**src/rtl/frame_scheduler_pkg.sv**
```systemverilog
// Shared constants and state encoding for the frame scheduler and its FPS divider peer.
// The send_counter width lives here so both ends of the countdown agree.
package frame_scheduler_pkg;

  localparam int unsigned CLK_HZ_DEFAULT = 50000000;
  localparam int unsigned SEND_CNT_W     = 25;

  typedef enum logic [1:0] {
    ST_IDLE = 2'd0,
    ST_DRAW = 2'd1,
    ST_GAP  = 2'd2
  } state_t;

endpackage

```
**src/rtl/rate_meter.sv**
```systemverilog
// Counts completed frames over 1 s windows; fps_measured updates on the window's last cycle.
// One cycle latency from frame_done to the saturating count; no backpressure.
module rate_meter
  import frame_scheduler_pkg::*;
#(
  parameter int unsigned CLK_HZ = CLK_HZ_DEFAULT,
  parameter int unsigned FPS_W  = 8
) (
  input  logic             clock,
  input  logic             resetn,
  input  logic             frame_done,
  output logic [FPS_W-1:0] fps_measured,
  output logic             fps_valid
);

  localparam int unsigned     WIN_W    = $clog2(CLK_HZ);
  localparam logic [WIN_W-1:0] WIN_LAST = WIN_W'(CLK_HZ - 1);
  localparam logic [FPS_W-1:0] FPS_MAX  = '1;

  logic [WIN_W-1:0] win_q, win_d;
  logic [FPS_W-1:0] cnt_q, cnt_d, fps_q, fps_d, cnt_inc;
  logic             valid_q, valid_d, win_end;

  always_comb begin
    win_end = (win_q == '0);
    cnt_inc = (frame_done && (cnt_q != FPS_MAX)) ? cnt_q + FPS_W'(1) : cnt_q;
    win_d   = win_end ? WIN_LAST : win_q - WIN_W'(1);
    cnt_d   = cnt_inc;
    fps_d   = fps_q;
    valid_d = valid_q;
    // The closing cycle's own completion belongs to the window being reported.
    if (win_end) begin
      fps_d   = cnt_inc;
      cnt_d   = '0;
      valid_d = 1'b1;
    end
  end

  always_ff @(posedge clock or negedge resetn) begin
    if (!resetn) begin
      win_q   <= WIN_LAST;
      cnt_q   <= '0;
      fps_q   <= '0;
      valid_q <= 1'b0;
    end else begin
      win_q   <= win_d;
      cnt_q   <= cnt_d;
      fps_q   <= fps_d;
      valid_q <= valid_d;
    end
  end

  assign fps_measured = fps_q;
  assign fps_valid    = valid_q;

endmodule

```
**src/rtl/frame_scheduler.sv**
```systemverilog
// Turns send_counter zero crossings into draw_req/draw_done frames, one pending slot, drop count.
// All outputs registered, one cycle after the sampling edge; ticks arriving with a full slot are dropped.
module frame_scheduler
  import frame_scheduler_pkg::*;
#(
  parameter int unsigned CLK_HZ = CLK_HZ_DEFAULT,
  parameter int unsigned CNT_W  = SEND_CNT_W,
  parameter int unsigned FPS_W  = 8,
  parameter int unsigned DROP_W = 8
) (
  input  logic              clock,
  input  logic              resetn,
  input  logic [CNT_W-1:0]  send_counter,
  input  logic              enable,
  input  logic              draw_done,
  output logic              draw_req,
  output logic              frame_tick,
  output logic              busy,
  output logic [DROP_W-1:0] drop_count,
  output logic [FPS_W-1:0]  fps_measured,
  output logic              fps_valid
);

  state_t            state_q, state_d;
  logic              pending_q, pending_d;
  logic [DROP_W-1:0] drop_q, drop_d;
  logic              tick_q, req_q, busy_q;
  logic              tick, frame_done;

  assign tick = enable && (send_counter == '0);

  always_comb begin
    state_d    = state_q;
    pending_d  = pending_q;
    drop_d     = drop_q;
    frame_done = 1'b0;
    case (state_q)
      ST_IDLE: if (tick) state_d = ST_DRAW;
      ST_DRAW: begin
        if (tick && pending_q && (drop_q != '1)) drop_d = drop_q + DROP_W'(1);
        if (draw_done) begin
          frame_done = 1'b1;
          // A tick coinciding with completion becomes the next frame directly.
          if (pending_q || tick) begin
            state_d   = ST_GAP;
            pending_d = 1'b0;
          end else begin
            state_d = ST_IDLE;
          end
        end else if (tick) begin
          pending_d = 1'b1;
        end
      end
      ST_GAP: begin
        state_d = ST_DRAW;
        if (tick) pending_d = 1'b1;
      end
      default: state_d = ST_IDLE;
    endcase
  end

  always_ff @(posedge clock or negedge resetn) begin
    if (!resetn) begin
      state_q   <= ST_IDLE;
      pending_q <= 1'b0;
      drop_q    <= '0;
      tick_q    <= 1'b0;
      req_q     <= 1'b0;
      busy_q    <= 1'b0;
    end else begin
      state_q   <= state_d;
      pending_q <= pending_d;
      drop_q    <= drop_d;
      tick_q    <= tick;
      req_q     <= (state_d == ST_DRAW);
      busy_q    <= (state_d != ST_IDLE);
    end
  end

  assign draw_req   = req_q;
  assign frame_tick = tick_q;
  assign busy       = busy_q;
  assign drop_count = drop_q;

  rate_meter #(
    .CLK_HZ(CLK_HZ),
    .FPS_W (FPS_W)
  ) u_rate_meter (
    .clock       (clock),
    .resetn      (resetn),
    .frame_done  (frame_done),
    .fps_measured(fps_measured),
    .fps_valid   (fps_valid)
  );

endmodule
```
**config.mk**
```make
export PLATFORM = sky130hd
export DESIGN_NAME = frame_scheduler
export DESIGN_NICKNAME = d
export VERILOG_FILES = /design/src/rtl/frame_scheduler_pkg.sv /design/src/rtl/rate_meter.sv /design/src/rtl/frame_scheduler.sv
export SDC_FILE = /design/constraint.sdc
export NUM_CORES = 1
export LEC_CHECK = 0
export ABC_AREA = 1
export CAP_MARGIN = 20
export CORE_ASPECT_RATIO = 0.5
export CORE_UTILIZATION = 50
export CTS_CLUSTER_DIAMETER = 200
export DETAILED_ROUTE_END_ITERATION = 8
export PLACE_DENSITY = 0.74
export SLEW_MARGIN = 30
export SYNTH_ARGS = -nofsm -noshare
export SYNTH_HDL_FRONTEND = slang
export SYNTH_HIERARCHICAL = 1
export SYNTH_SLANG_ARGS = --single-unit
```
**constraint.sdc**
```tcl
create_clock -name clock -period 4.25 [get_ports clock]
set_input_delay 0.6375 -clock clock [delete_from_list [all_inputs] [get_ports clock]]
set_output_delay 0.6375 -clock clock [all_outputs]
set_load 0.05 [all_outputs]
```
==> qor.csv, run 1 <==
metric,value,unit
result_of_the_run,"complete, no violations",
avgViaCountPerCell,4.891,
grt_start_max_net_pins,30,
synth.cells.most_frequent,"sky130_fd_sc_hd__nand2_1 (146), sky130_fd_sc_hd__nor2_1 (85), sky130_fd_sc_hd__inv_1 (54)",
drt_wl_total,7507,um
post_synth_top_flop,sky130_fd_sc_hd__dfrtp_1,
utilization,67.91,%
initial_core_util,54.05,%
global_route_total_overflow,0,
setup_tns,0,ns
worst_hold_slack,0.3359,ns
post_cts_buffers,0,
maxCapViolCount,0,
drc_errors,0,
worstPathMaxFanout,7,
num-fill-cells,534,
finalWeightedCongestion,0.8512,
area_growth,25.63,%
power_frac_clock,53.8,%
multi_input_area,1730,sq um
layout_worst_path_cycle_share,53.46,%
setup_violations,0,
wire_length_of_the_first_global_routing_pass,12830,um
path_buf_inv,1,
drt_iter0_drc,136,
yosys-top-cells-area,"sky130_fd_sc_hd__dfrtp_1 (29%), sky130_fd_sc_hd__nand2_1 (16%), sky130_fd_sc_hd__dfstp_2 (14%)",
design_power_total,1365,uW
gr-usage-all-layers,23.44,%
dp_hpwl,5373,um
critical-path-slowest-cell,sky130_fd_sc_hd__clkdlybuf4s50_1,
wl_per_cell,11.90,um
sequentialPowerShare,41.1,%
comb_power_share,5.2,%
antenna_left,0,
postSynth.asyncResetShare,100.0,%
timing.slew.headroom,43.00,%
crit_path_cell_trace,clkdlybuf4s50_1,
worst_slew_pin_slew,0.8527,ns
final_nets,571,
tritoncts_clock_tree,done,
route.vias.total,3086,
timing_max_transition_violations_final,0,
numCtsBuffers,9,
antenna_cells,0,
lkg_pwr,0.002087,uW
critPathArrivalTime,1.63,ns
path_class,reg2out,
timing.fmax,440.1,MHz
floorplan.core_area,6331,sq um
p_sw_share,20.26,%
cts_num_sinks,57,
ioPinCount,49,
final.setup_skew,0.005732,ns
ctsLongestPathBuffers,2,
setup.worst_path.start_class,flop,
portion_of_synthesized_cell_area_occupied_by_the_leading_cell_type,28.52,%
cts.repair.resized,0,
drive_gt1_share,13.63,%
grt_setup_unrepaired,no,
number_of_global_route_vias_before_repair,2885,
post-synth-top-count-cell,sky130_fd_sc_hd__nand2_1,
ys_types,25,
crit_required,3.61,ns
internal_dissipation,1089,uW
seqCellArea,1449,sq um
yosysWarningCount,6,
worst_hold_check_path_type,in2async,
power_density,317.6,nW/um^2
yosysSeqAreaShare,42.34,%
finalWorstPathRequiredPeriod,2.272,ns
synth_cells,482,
regToRegSetupSlack,2.21,ns
ys_ff_latch,57,
fp.dieArea,7199,sq um
antenna_found_initial,0,
htree_num_levels,3,
portBuffers,48,
clk_latency,0.33,ns
netlist_area,3422,sq um
root_cell_of_the_clock_tree,sky130_fd_sc_hd__clkbuf_16,
number_of_enable_type_register_cells_in_the_synthesized_netlist,0,
syn_nets,515,
clkSlewWorstSetupHoldPaths,0.05,ns
vdd.ir_drop.worst,199.3,uV
fp.dieH,60.50,um
synth.avg_cell_area,7.100,sq um
total_switching_power,276.7,uW
drt-pass1-iter-count,4,
worst_setup_path_end_kind,primary output,
rows,20,
die_width,119.0,um
hold_buffers,0,
path_delay_family,buffers and inverters,
critPathMaxStageDelay,0.85,ns
hold_violations,0,
synth.largest_area_cell,sky130_fd_sc_hd__dfrtp_1,
-- cells in the final DEF (no fill, tap or decap), types with 8 or more instances in the layout --
master / count
sky130_fd_sc_hd__nor2_1: 85
sky130_fd_sc_hd__nand2_1: 146
sky130_fd_sc_hd__nand3_1: 51
sky130_fd_sc_hd__nor2_2: 12
sky130_fd_sc_hd__nand4_1: 11
sky130_fd_sc_hd__o21ai_0: 8
sky130_fd_sc_hd__nand2_2: 11
sky130_fd_sc_hd__dfrtp_1: 39
sky130_fd_sc_hd__clkdlybuf4s50_1: 47
sky130_fd_sc_hd__dfstp_2: 18
sky130_fd_sc_hd__inv_1: 54
sky130_fd_sc_hd__nor2_4: 9
sky130_fd_sc_hd__clkbuf_16: 9
-- routing by layer --
| metal | vias up | wire, um | track usage [%] |
|---|---|---|---|
| met5 | - | 0 | 0 |
| met4 | 0 | 57 | 9.222 |
| met3 | 5 | 388 | 7.143 |
| met2 | 60 | 3520 | 40.28 |
| met1 | 1406 | 3541 | 28.59 |
| li1 | 1615 | - | - |
-- state kept, by name, summed over array words and instances, names as in the netlist, 2 cells and up --
name / flops
u_rate_meter/cnt_q: 8
state_q: 2
u_rate_meter/fps_measured: 8
u_rate_meter/win_q: 26
drop_count: 8
-- cells by family (layout without fill, tap and decap cells) --
kind of cell,after synthesis,after routing,share of synthesized area (%)
xor+xnor,8,8,2.047
buf+inv,62,123,7.093
compound gates,14,14,2.121
fa+ha+maj,4,4,1.463
simple gates,337,337,44.94
flops,57,57,42.34
-- final cells by class --
cell class,instances,area share [%]
clock inverters,2,0.8149
clock buffers,14,6.374
flip-flops and latches,57,33.70
repair buffers,49,11.23
inverters,58,5.064
well taps,88,2.561
multi-input cells,363,40.25
-- power groups by stage --
stage          Combinational [uW]  Clock, uW  Sequential (uW)
2_1_floorplan                25.1          0              569
3_3_place_gp                 70.2          0              568
4_1_cts                      71.6        747              561
3_5_place_dp                 71.5          0              568
5_1_grt                      81.4        771              562
6_report                     70.3        734              561
-- path summary, 6_finish.rpt --
path	to	from	cells past startpoint
max in group asynchronous	u_rate_meter/win_q[25]	resetn	2
worst min-delay path	frame_tick	resetn	1
worst max register to register	u_rate_meter/cnt_q[6]	u_rate_meter/win_q[0]	9
worst min register to register	u_rate_meter/win_q[0]	u_rate_meter/win_q[0]	1
worst max-delay path	drop_count[6]	drop_count[6]	1
min in group clock	u_rate_meter/win_q[0]	u_rate_meter/win_q[0]	1
-- metrics by stage --
stage	cell area [sq um]	worst slack, ns	cells
2_1_floorplan	3422	2.630	482
3_3_place_gp	3990	2.181	615
3_5_place_dp	3990	2.138	615
4_1_cts	4299	1.975	631
5_1_grt	4299	1.937	631
6_report	4299	1.978	631
Note: power is estimated with default switching activity, not from simulation.
==> run 2: changes to the inputs <==
Clock period 4.25 ns to 2.25 ns, I/O delays scaled along.
==> run 2 against run 1 <==
  * The run now ends with hold timing left
  * Sequential power rose by 89%
  * Power grew 95%
  * Clock skew is essentially flat
  * Clock power increased by 100%
  * Cell count increased by 0.16%
  * Combinational power rose by 89%
  * Design area grew 0.84%
  * Core utilization grew 0.57 points
  * First-iteration DRC count up 8.1%
  * Critical path type unchanged
  * Largest cell class unchanged
  * Highest routed layer unchanged
==> qor.csv, run 2 (synthesis results as in run 1) <==
metric,value,unit
grt_setup_unrepaired,no,
largest_register_ff_count,26,
setup.worst_path.start_class,flop,
finalInstanceArea,4335,sq um
postPlaceCellArea,4010,sq um
critPathArrivalTime,1.64,ns
finalWeightedCongestion,0.8376,
final_common_cell,sky130_fd_sc_hd__nand2_1,
area_growth,26.69,%
hold_violations,19,
critical-path-slowest-cell,sky130_fd_sc_hd__clkdlybuf4s50_1,
ctsLongestPathBuffers,2,
num-fill-cells,541,
grt_start_max_net_pins,36,
regToRegSetupSlack,0.54,ns
hold_buffers,0,
path_delay_family,buffers and inverters,
floorplan.core_area,6331,sq um
timing.fmax,507.0,MHz
final_critical_path_setup_slack,0.2774,ns
antenna_cells,0,
result_of_the_run,"complete, but fails checks",
power_density,615.4,nW/um^2
avgViaCountPerCell,4.908,
clk_latency,0.33,ns
htree_num_levels,3,
timing.slew.headroom,63.88,%
layout_worst_path_cycle_share,87.67,%
timing_max_transition_violations_final,0,
drt-pass1-iter-count,5,
setup_tns,0,ns
worstPathMaxFanout,7,
fp.dieH,60.50,um
drive_gt1_share,13.79,%
wl_per_cell,11.62,um
route.vias.total,3102,
lkg_pwr,0.002103,uW
seqCellArea,1449,sq um
crit_path_cell_trace,clkdlybuf4s50_1,
initial_core_util,54.05,%
portBuffers,48,
rows,20,
tritoncts_clock_tree,done,
crit_path_start,drop_count[2],
violations,hold timing,
post_cts_buffers,0,
worst_slew_pin_slew,0.5418,ns
design_power_total,2668,uW
die_width,119.0,um
maxCapViolCount,0,
worst_setup_path_end_kind,primary output,
final_nets,572,
final.setup_skew,0.006061,ns
path_buf_inv,1,
number_of_global_route_vias_before_repair,2853,
fp.dieArea,7199,sq um
path_class,reg2out,
preCtsSetupSlack,0.4798,ns
drt_iter0_drc,147,
worst_hold_check_path_type,in2async,
clkSlewWorstSetupHoldPaths,0.05,ns
worst_r2r_endpoint,u_rate_meter/win_q[18],
cts.repair.resized,0,
vdd.ir_drop.worst,351.0,uV
finalWorstPathRequiredPeriod,1.973,ns
root_cell_of_the_clock_tree,sky130_fd_sc_hd__clkbuf_16,
antenna_left,0,
worst-r2r-cell-count,10,
dp_hpwl,5294,um
numCtsBuffers,9,
drc_errors,0,
multi_input_area,1730,sq um
critPathMaxStageDelay,0.85,ns
antenna_found_initial,0,
ioPinCount,49,
setup_violations,0,
most-common-layout-cells,"sky130_fd_sc_hd__nand2_1 (146), sky130_fd_sc_hd__nor2_1 (85), sky130_fd_sc_hd__inv_1 (54)",
global_route_total_overflow,0,
worst_hold_slack,-0.008520,ns
regMostFlops,u_rate_meter/win_q,
drt_wl_total,7341,um
crit_required,1.91,ns
wire_length_of_the_first_global_routing_pass,12510,um
worstReg2RegStart,u_rate_meter/win_q[0],
gr-usage-all-layers,22.90,%
cts_num_sinks,57,
-- run 2: changes by cell type in the layout (fill, tap and decap cells not counted) --
cell | before | now
sky130_fd_sc_hd__buf_12 | 0 | 1
sky130_fd_sc_hd__bufinv_16 | 1 | 2
sky130_fd_sc_hd__clkbuf_8 | 3 | 2
-- run 2: worst max-delay path by stage --
stage / to / slack [ns] / cells after the start
after global routing: drop_count[2] / 0.22 / 1
after floorplan: drop_count[2] / 0.63 / 7
after global placement: drop_count[7] / 0.51 / 9
after CTS: drop_count[2] / 0.26 / 1
final: drop_count[2] / 0.28 / 1
after detailed placement: drop_count[6] / 0.48 / 9
-- run 2: layout make-up --
cell class	count	area share (%)
timing repair buffer	50	11.60
sequential	57	33.42
clock inverter	3	1.501
clock buffer	13	6.003
multi-input combinational	363	39.91
tap	88	2.540
inverter	58	5.022
-- run 2: routing by layer --
| layer | share of wire, % | routed length [um] | vias to the layer above | global-route usage (%) |
|---|---|---|---|---|
| li1 | - | - | 1617 | - |
| met1 | 46 | 3399 | 1391 | 27.93 |
| met3 | 6.5 | 478 | 6 | 8.835 |
| met4 | 1.3 | 99 | 0 | 6.510 |
| met5 | 0 | 0 | - | 0 |
| met2 | 46 | 3364 | 88 | 38.87 |
-- run 2: stage by stage --
stage,util (%),cells
2_1_floorplan,-,482
3_3_place_gp,63.34,616
3_5_place_dp,63.34,616
4_1_cts,68.48,632
5_1_grt,68.48,632
6_report,68.48,632
-- run 2: power breakdown --
| part | internal, uW | switching [uW] | total, uW |
|---|---|---|---|
| Combinational | 69.9 | 63.1 | 133 |
| Clock | 1030 | 448 | 1470 |
| Sequential | 1040 | 16.2 | 1060 |
==> run 3: changes to the inputs <==
Settings changed: CORE_MARGIN from default to 5, CTS_BUF_LIST from default to sky130_fd_sc_hd__clkbuf_8, SLEW_MARGIN 30 to 20.
==> run 3 against run 2 <==
  * First-iteration DRC count is 2.7% higher
  * Highest routed layer unchanged
  * The flow now finishes without violations
  * Register-to-register slack better by 0.13 ns
  * Sequential share of layout area is 1.0 points higher
  * Cell count grew 0.95%
  * Combinational power hardly changed
  * Largest cell class unchanged
  * Critical endpoint is now drop_count[6]
  * Largest power group is now sequential cells
  * Sequential power is essentially flat
==> qor.csv, run 3 (synthesis results as in run 1) <==
metric,value,unit
result_of_the_run,"complete, no violations",
grt_setup_unrepaired,no,
worst_slew_pin_slew,0.5100,ns
worst-r2r-cell-count,8,
drt-pass1-iter-count,4,
htree_num_levels,3,
p_sw_share,24.72,%
layout_worst_path_cycle_share,89.49,%
lkg_pwr,0.002037,uW
area_growth,22.92,%
clk_latency,0.35,ns
largest_register_ff_count,26,
ctsLongestPathBuffers,2,
drc_errors,0,
final_critical_path_setup_slack,0.2366,ns
setup_tns,0,ns
route.vias.total,3108,
design_power_total,2036,uW
wl_per_cell,11.70,um
crit_path_cell_trace,clkdlybuf4s50_1,
cts_num_sinks,57,
finalWorstPathRequiredPeriod,2.013,ns
finalWeightedCongestion,0.8853,
vdd.ir_drop.worst,264.5,uV
crit_required,1.91,ns
instances_no_fill,638,
floorplan.core_area,6674,sq um
critical_path.endpoint,drop_count[6],
regMostFlops,u_rate_meter/win_q,
root_cell_of_the_clock_tree,sky130_fd_sc_hd__clkbuf_8,
grt_start_max_net_pins,38,
critPathMaxStageDelay,0.85,ns
dp_hpwl,5662,um
worst_hold_slack,0.4522,ns
antenna_cells,0,
die_width,127.0,um
setup_violations,0,
worst_r2r_endpoint,u_rate_meter/fps_measured[7],
cts.repair.resized,0,
critical_path_depth,1,
total_switching_power,503.3,uW
gr-usage-all-layers,19.52,%
number_of_global_route_vias_before_repair,2969,
fp.dieArea,8699,sq um
most-common-layout-cells,"sky130_fd_sc_hd__nand2_1 (146), sky130_fd_sc_hd__nor2_1 (85), sky130_fd_sc_hd__inv_1 (55)",
internal_dissipation,1533,uW
ioPinCount,49,
critPathArrivalTime,1.68,ns
path_delay_family,buffers and inverters,
place.detailed.instances,621,
final_common_cell,sky130_fd_sc_hd__nand2_1,
drt_wl_total,7462,um
timing.slew.headroom,65.89,%
setup.worst_path.start_class,flop,
power_density,484.0,nW/um^2
post_cts_buffers,0,
min-delay-start,u_rate_meter/win_q[0],
hold_buffers,1,
critical-path-slowest-cell,sky130_fd_sc_hd__clkdlybuf4s50_1,
maxCapViolCount,0,
avgViaCountPerCell,4.871,
rows,21,
path_class,reg2out,
timing.fmax,496.7,MHz
clkSlewWorstSetupHoldPaths,0.07,ns
crit_path_start,drop_count[6],
numCtsBuffers,9,
comb_power_share,6.6,%
final.setup_skew,0.01124,ns
power_frac_clock,41.5,%
timing_max_transition_violations_final,0,
preCtsSetupSlack,0.4691,ns
worstPathMaxFanout,7,
worstReg2RegStart,u_rate_meter/win_q[0],
sequentialPowerShare,51.9,%
worstHoldPathCells,1,
worst_hold_check_path_type,reg2reg,
hold_violations,0,
drive_gt1_share,14.10,%
tritoncts_clock_tree,done,
wire_length_of_the_first_global_routing_pass,13400,um
regToRegSetupSlack,0.67,ns
global_route_total_overflow,0,
final_nets,574,
antenna_found_initial,0,
portBuffers,48,
drt_iter0_drc,151,
fp.dieH,68.50,um
worst_setup_path_end_kind,primary output,
antenna_left,0,
path_buf_inv,1,
initial_core_util,51.27,%
run 3: cell count changes in the layout (fill, tap and decap cells not counted), sizes merged:
| cell | delta |
|---|---|
| clkinvlp | +3 |
| dlygate4sd3 | +1 |
| clkinv | +1 |
| clkbuf | -3 |
| buf | +1 |
| bufinv | -2 |
| inv | +1 |
run 3: layer usage:
layer	global-route usage, %	share of wire, %
met1	24.16	48
met3	5.385	4.8
met4	6.818	1.3
met5	0	0
met2	33.75	46
run 3: worst min-delay path by stage:
stage,endpoint,slack [ns]
4_1_cts,u_rate_meter/win_q[0],0.46
3_5_place_dp,frame_tick,0.33
5_1_grt,u_rate_meter/win_q[0],0.46
3_3_place_gp,frame_tick,0.33
2_1_floorplan,busy,0.04
6_report,u_rate_meter/win_q[0],0.45
run 3: power by group through the flow:
| stage | Clock [uW] | Combinational (uW) | Sequential [uW] |
|---|---|---|---|
| 6_report | 844 | 135 | 1060 |
| 5_1_grt | 920 | 156 | 1060 |
| 4_1_cts | 865 | 138 | 1060 |
| 3_5_place_dp | 0 | 136 | 1080 |
| 3_3_place_gp | 0 | 133 | 1070 |
| 2_1_floorplan | 0 | 47.4 | 1070 |
run 3: area by class of cell:
type | instances | area [sq um]
clock buffer | 10 | 137.6
multi-input combinational | 363 | 1730
sequential | 57 | 1449
timing repair buffer | 52 | 520.5
clock inverter | 6 | 36.28
tap | 92 | 115.1
inverter | 58 | 217.7
fill | 627 | 2467
run 3: metrics by stage:
step | area [sq um] | util (%)
2_1_floorplan | 3422 | -
3_3_place_gp | 4023 | 60.27
3_5_place_dp | 4023 | 60.27
4_1_cts | 4207 | 63.03
5_1_grt | 4207 | 63.03
6_report | 4207 | 63.03
